**config.mk**
```make
export PLATFORM = sky130hd
export DESIGN_NAME = ds_interp_feeder
export DESIGN_NICKNAME = d
export VERILOG_FILES = /design/src/rtl/ds_pkg.sv /design/src/rtl/sync_fifo.sv /design/src/rtl/ds_interp_feeder.sv
export SDC_FILE = /design/constraint.sdc
export NUM_CORES = 1
export LEC_CHECK = 0
export CAP_MARGIN = 25
export CORE_UTILIZATION = 40
export CTS_BUF_LIST = sky130_fd_sc_hd__clkbuf_4 sky130_fd_sc_hd__clkbuf_8 sky130_fd_sc_hd__clkbuf_16
export DETAILED_ROUTE_END_ITERATION = 8
export SLEW_MARGIN = 15
export SYNTH_ARGS = -nofsm -noshare
export SYNTH_HDL_FRONTEND = slang
export SYNTH_SLANG_ARGS = --single-unit
```
**constraint.sdc**
```tcl
create_clock -name clk -period 3.6 [get_ports clk]
set_input_delay 0.54 -clock clk [delete_from_list [all_inputs] [get_ports clk]]
set_output_delay 0.54 -clock clk [all_outputs]
set_load 0.02 [all_outputs]
```
**src/rtl/ds_pkg.sv**
```systemverilog
// Shared types for the delta-sigma DAC front end: PCM sample type and
// interpolator state encoding.
package ds_pkg;

  localparam int SAMPLE_W = 16;

  typedef logic signed [SAMPLE_W-1:0] sample_t;

  typedef enum logic {
    IDLE,
    RUN
  } interp_state_e;

endpackage

```
**src/rtl/sync_fifo.sv**
```systemverilog
// Small synchronous FIFO with a registered head word: rd_data always shows the
// oldest entry while empty is low, so a pop and its data share one edge.
module sync_fifo #(
  parameter int WIDTH = 16,
  parameter int DEPTH = 4
) (
  input  logic             clk,
  input  logic             rst_n,
  input  logic             wr_en,
  input  logic [WIDTH-1:0] wr_data,
  input  logic             rd_en,
  output logic [WIDTH-1:0] rd_data,
  output logic             full,
  output logic             empty
);

  localparam int AW = (DEPTH > 1) ? $clog2(DEPTH) : 1;
  localparam logic [AW:0] FULL_CNT = (AW+1)'(DEPTH);

  logic [WIDTH-1:0] mem [DEPTH];
  logic [AW-1:0]    wr_ptr_reg;
  logic [AW-1:0]    rd_ptr_reg;
  logic [AW-1:0]    rd_ptr_next;
  logic [AW:0]      count_reg;
  logic [AW:0]      remaining;
  logic [AW:0]      count_next;
  logic [WIDTH-1:0] rd_data_reg;
  logic             do_wr;
  logic             do_rd;

  assign full        = (count_reg == FULL_CNT);
  assign empty       = (count_reg == '0);
  assign do_wr       = wr_en && !full;
  assign do_rd       = rd_en && !empty;
  assign rd_ptr_next = rd_ptr_reg + AW'(do_rd);
  assign remaining   = count_reg - (AW+1)'(do_rd);
  assign count_next  = remaining + (AW+1)'(do_wr);
  assign rd_data     = rd_data_reg;

  always_ff @(posedge clk) begin
    if (do_wr) begin
      mem[wr_ptr_reg] <= wr_data;
    end
  end

  always_ff @(posedge clk) begin
    if (!rst_n) begin
      wr_ptr_reg  <= '0;
      rd_ptr_reg  <= '0;
      count_reg   <= '0;
      rd_data_reg <= '0;
    end else begin
      if (do_wr) begin
        wr_ptr_reg <= wr_ptr_reg + AW'(1);
      end
      rd_ptr_reg <= rd_ptr_next;
      count_reg  <= count_next;
      // New head: the incoming word when nothing older survives this edge.
      if (do_wr || do_rd) begin
        rd_data_reg <= (remaining == '0) ? wr_data : mem[rd_ptr_next];
      end
    end
  end

endmodule

```
**src/rtl/ds_interp_feeder.sv**
```systemverilog
// Delta-sigma modulator feeder: buffers base-rate PCM, owns the cke timebase and
// linearly interpolates each sample over 2^OSR_LOG2 modulator ticks.
module ds_interp_feeder
  import ds_pkg::*;
#(
  parameter int CKE_DIV    = 4,
  parameter int OSR_LOG2   = 6,
  parameter int FIFO_DEPTH = 4
) (
  input  logic                clk,
  input  logic                rst_n,
  input  logic signed [15:0]  s_data,
  input  logic                s_valid,
  output logic                s_ready,
  output logic                cke,
  output logic signed [15:0]  dout_data,
  output logic                underrun,
  input  logic                underrun_clr
);

  localparam int PW = (CKE_DIV > 1) ? $clog2(CKE_DIV) : 1;
  localparam int AW = SAMPLE_W + OSR_LOG2;
  localparam logic [PW-1:0] PRESC_MAX = PW'(CKE_DIV - 1);

  logic [PW-1:0]          presc_reg;
  logic [OSR_LOG2-1:0]    phase_reg;
  logic                   cke_reg;
  logic                   underrun_reg;
  logic                   ready_en_reg;
  interp_state_e          state_reg;
  sample_t                cur_reg;
  logic signed [16:0]     diff_reg;
  logic signed [AW-1:0]   acc_reg;

  sample_t                head;
  logic                   fifo_full;
  logic                   fifo_empty;
  logic                   tick;
  logic                   boundary;
  logic                   push;
  logic                   pop;

  assign tick     = (presc_reg == PRESC_MAX);
  assign boundary = &phase_reg;
  assign s_ready  = ready_en_reg && !fifo_full;
  assign push     = s_valid && s_ready;
  assign pop      = tick && !fifo_empty && ((state_reg == IDLE) || boundary);

  assign cke       = cke_reg;
  assign underrun  = underrun_reg;
  assign dout_data = acc_reg[AW-1:OSR_LOG2];

  sync_fifo #(
    .WIDTH (SAMPLE_W),
    .DEPTH (FIFO_DEPTH)
  ) u_fifo (
    .clk     (clk),
    .rst_n   (rst_n),
    .wr_en   (push),
    .wr_data (s_data),
    .rd_en   (pop),
    .rd_data (head),
    .full    (fifo_full),
    .empty   (fifo_empty)
  );

  always_ff @(posedge clk) begin
    if (!rst_n) begin
      presc_reg    <= '0;
      phase_reg    <= '0;
      cke_reg      <= 1'b0;
      underrun_reg <= 1'b0;
      ready_en_reg <= 1'b0;
      state_reg    <= IDLE;
      cur_reg      <= '0;
      diff_reg     <= '0;
      acc_reg      <= '0;
    end else begin
      ready_en_reg <= 1'b1;
      cke_reg      <= tick;
      presc_reg    <= tick ? '0 : presc_reg + PW'(1);
      if (underrun_clr) begin
        underrun_reg <= 1'b0;
      end
      if (tick) begin
        case (state_reg)
          IDLE: begin
            // First sample ramps up from zero.
            if (!fifo_empty) begin
              cur_reg   <= head;
              diff_reg  <= 17'(head);
              acc_reg   <= '0;
              phase_reg <= '0;
              state_reg <= RUN;
            end
          end
          RUN: begin
            phase_reg <= phase_reg + OSR_LOG2'(1);
            if (boundary) begin
              // Snap to the exact endpoint so rounding never accumulates.
              acc_reg <= {cur_reg, {OSR_LOG2{1'b0}}};
              if (!fifo_empty) begin
                cur_reg  <= head;
                diff_reg <= 17'(head) - 17'(cur_reg);
              end else begin
                diff_reg     <= '0;
                underrun_reg <= 1'b1;
              end
            end else begin
              acc_reg <= acc_reg + AW'(diff_reg);
            end
          end
          default: state_reg <= IDLE;
        endcase
      end
    end
  end

endmodule
```
==> flow_metrics.env <==
export IMPL_status="finished clean"
export IMPL_root_buffer="clkbuf_16"
export IMPL_rows=52
export IMPL_nNetsFinal=885
export IMPL_hold_buffers=0
export IMPL_drive_gt1_share_pct=10.9
export IMPL_final_util_pct=46.2
export IMPL_leakagePower_nw=3.68
export IMPL_slew_headroom_pct=40.3
export IMPL_io_pins=39
export IMPL_fmax_mhz=337
export IMPL_dpl_worst_slack_ns=0.625
export IMPL_clk_pin_slew_ns=0.07
export IMPL_first_pass_iters=7
export IMPL_arrival_ns=3.29
export IMPL_clock_sinks=154
export IMPL_critPathCaptureType="register"
export IMPL_total_power_mw=4.22
export IMPL_grt_max_degree=85
export IMPL_clkLatencyLatePin_ns=0.44
export IMPL_io_buffers=38
export IMPL_synthesis_nets=868
export IMPL_antenna_found_initial=0
export IMPL_p_clk_share_pct=42.1
export IMPL_die_w_um=146
export IMPL_synth_cells=798
export IMPL_antennaDiodeCount=0
export IMPL_wl_per_cell_um=16.8
export IMPL_fin_crit_sh_pct=82.4
export IMPL_ant_nets=0
export IMPL_coreArea_sq_um=20300
export IMPL_criticalPathCategory="reg2reg"
export IMPL_cts_max_level=4
export IMPL_powerDensity_nw_per_um2=450
export IMPL_ys_types=75
export IMPL_cts_tree="yes"
export IMPL_swShare_pct=27.1
export IMPL_ys_seq_elements=154
export IMPL_finalSetupViolations=0
export IMPL_ir_drop_mv=0.326
export IMPL_cp_max_fo=18
export IMPL_p_int_mw=3.08
export IMPL_drt_iter0_drc=289
export IMPL_drv_slew=0
export IMPL_period_needed_ns=2.97
export IMPL_hold_violations=0
export IMPL_grt_usage_pct=18.5
export IMPL_n_fill_cell=1943
export IMPL_async_reset_ff_share_pct=0
export IMPL_synthesis_area_sq_um=8320
export IMPL_synth_edf_count=64
export IMPL_grt_pass1_wl_mm=30.8
export IMPL_die_area_sq_um=21400
export IMPL_setup_tns_ns=0
export IMPL_num_vias=5811
export IMPL_ys_seq_area_share_pct=44.7
export IMPL_cts_max_path_buffers=2
export IMPL_start_util_pct=41.0
export IMPL_pwr_share_seq_pct=45.1
export IMPL_routed_wl_mm=18.5
export IMPL_worst_slew_pin_slew_ns=0.895
export IMPL_cts_buffers=17
export IMPL_cap_violations=0
export IMPL_area_delta_synth_final_pct=12.8
export IMPL_dp_cells=1066
export IMPL_rsz0062_at_grt="no"
export IMPL_first_global_vias=5725
export IMPL_ctsResizeCount=0
export IMPL_required_ns=3.93
export IMPL_routabilityCongestion=0.836
export IMPL_critPathLaunchType="register"
export IMPL_ys_warn_count=0
export IMPL_overflow=0
export IMPL_p_comb_share_pct=12.7
export IMPL_stdcell_count=1098
export IMPL_hpwl_mm=12.9
export IMPL_die_h_um=146
export IMPL_hold_class="reg2reg"
export IMPL_fin_worst_skew_ns=0.0106
export IMPL_syn_area_per_cell_sq_um=10.4
export IMPL_drc_errors=0
export IMPL_via_per_inst=5.29
export IMPL_setup_slack_ns=0.634
export IMPL_switchingPower_mw=1.14
export IMPL_largest_reg_flops=64
export IMPL_post_cts_setup_buffers=0
export IMPL_postSynth_topFlopCell="dfxtp_1"
## metal layers
layer  global-route usage [%]  up-vias  wire length (um)
met5                        0        -                 0
met4                     6.51        0               295
met3                     3.25       19               776
met2                     29.3      113              8400
met1                     25.4     2741              9000
li1                         -     2938                 -
## cells in the mapped netlist, drive strengths merged, types with 7 or more instances
cell type	count	area share, %
a211oi	10	1.1
a21boi	22	2.0
a21o	16	1.4
a21oi	44	3.0
a31oi	8	0.68
and2	13	0.98
and3	12	1.0
buf	37	3.1
clkbuf	13	0.59
dfxtp	90	22
edfxtp	64	23
ha	48	7.2
inv	36	1.6
mux2i	18	2.2
mux4	16	4.3
nand2	110	5.0
nand2b	7	0.62
nand3	9	0.84
nand4	8	0.60
nor2	36	1.9
nor3b	8	0.78
o211a	21	2.5
o21ai	56	3.5
xnor2	20	2.1
xor2	14	1.5
## kinds of logic after synthesis
| logic type | count (synthesis) | synth area share [%] |
|---|---|---|
| fa+ha+maj | 50 | 7.70 |
| flops | 154 | 44.7 |
| simple gates | 222 | 13.5 |
| compound gates | 218 | 18.7 |
| buf+inv | 86 | 5.28 |
| mux | 34 | 6.50 |
| xor+xnor | 34 | 3.58 |
## layout make-up
class | instances | area, sq um | share of cell area, %
timing repair buffer | 48 | 450 | 4.80
clock inverter | 15 | 155 | 1.65
tap | 270 | 338 | 3.60
clock buffer | 17 | 425 | 4.53
sequential | 154 | 3720 | 39.7
inverter | 36 | 135 | 1.44
multi-input combinational | 558 | 4160 | 44.3
## layout by cell type, fill, tap and decap left out, drive strengths merged, types with 8 or more instances in the layout
cell / count
a211oi: 10
a21boi: 22
a21o: 16
a21oi: 44
a31oi: 8
and2: 13
and3: 12
buf: 11
clkbuf: 17
clkdlybuf4s50: 37
dfxtp: 90
edfxtp: 64
ha: 48
inv: 44
mux2i: 18
mux4: 16
nand2: 110
nand3: 9
nand4: 8
nor2: 36
nor3b: 8
o211a: 21
o21ai: 56
xnor2: 20
xor2: 14
## stage by stage
stage                     hold WS, ns  cell area [sq um]
after floorplan                 0.403               8320
after detailed placement        0.423               8810
after CTS                       0.432               9390
after global placement          0.421               8810
after global routing            0.461               9390
final                           0.427               9390
## worst paths after layout
path	from	to	slack, ns	depth (start not counted)
worst min register to register	presc_reg[0]$_SDFF_PP0_	presc_reg[0]$_SDFF_PP0_	0.43	1
worst max-delay path	phase_reg[0]$_SDFFE_PN0P_	u_fifo.rd_data[15]$_SDFFE_PN0P_	0.63	13
worst min-delay path	presc_reg[0]$_SDFF_PP0_	presc_reg[0]$_SDFF_PP0_	0.43	1
worst max register to register	phase_reg[0]$_SDFFE_PN0P_	u_fifo.rd_data[15]$_SDFFE_PN0P_	0.63	13
## worst max-delay path, cell delays in order, from the launching register on
cell and delay, ns:
dfxtp_1 0.39, ha_1 0.28, nand3_4 0.14, nand2_1 0.17
nand3_4 0.09, inv_2 0.29, ha_1 0.23, ha_1 0.16
xnor2_1 0.14, and3_1 0.18, buf_4 0.30, mux2i_1 0.26
nand2_1 0.08, o211a_1 0.15
## power groups by stage
stage | clock, mW | combinational, mW | sequential, mW
2_1_floorplan | 0 | 0.421 | 1.93
3_3_place_gp | 0 | 0.530 | 1.95
3_5_place_dp | 0 | 0.537 | 1.95
4_1_cts | 1.82 | 0.540 | 1.91
5_1_grt | 1.89 | 0.596 | 1.91
6_report | 1.78 | 0.538 | 1.91
Note: power is estimated with default switching activity, not from simulation.
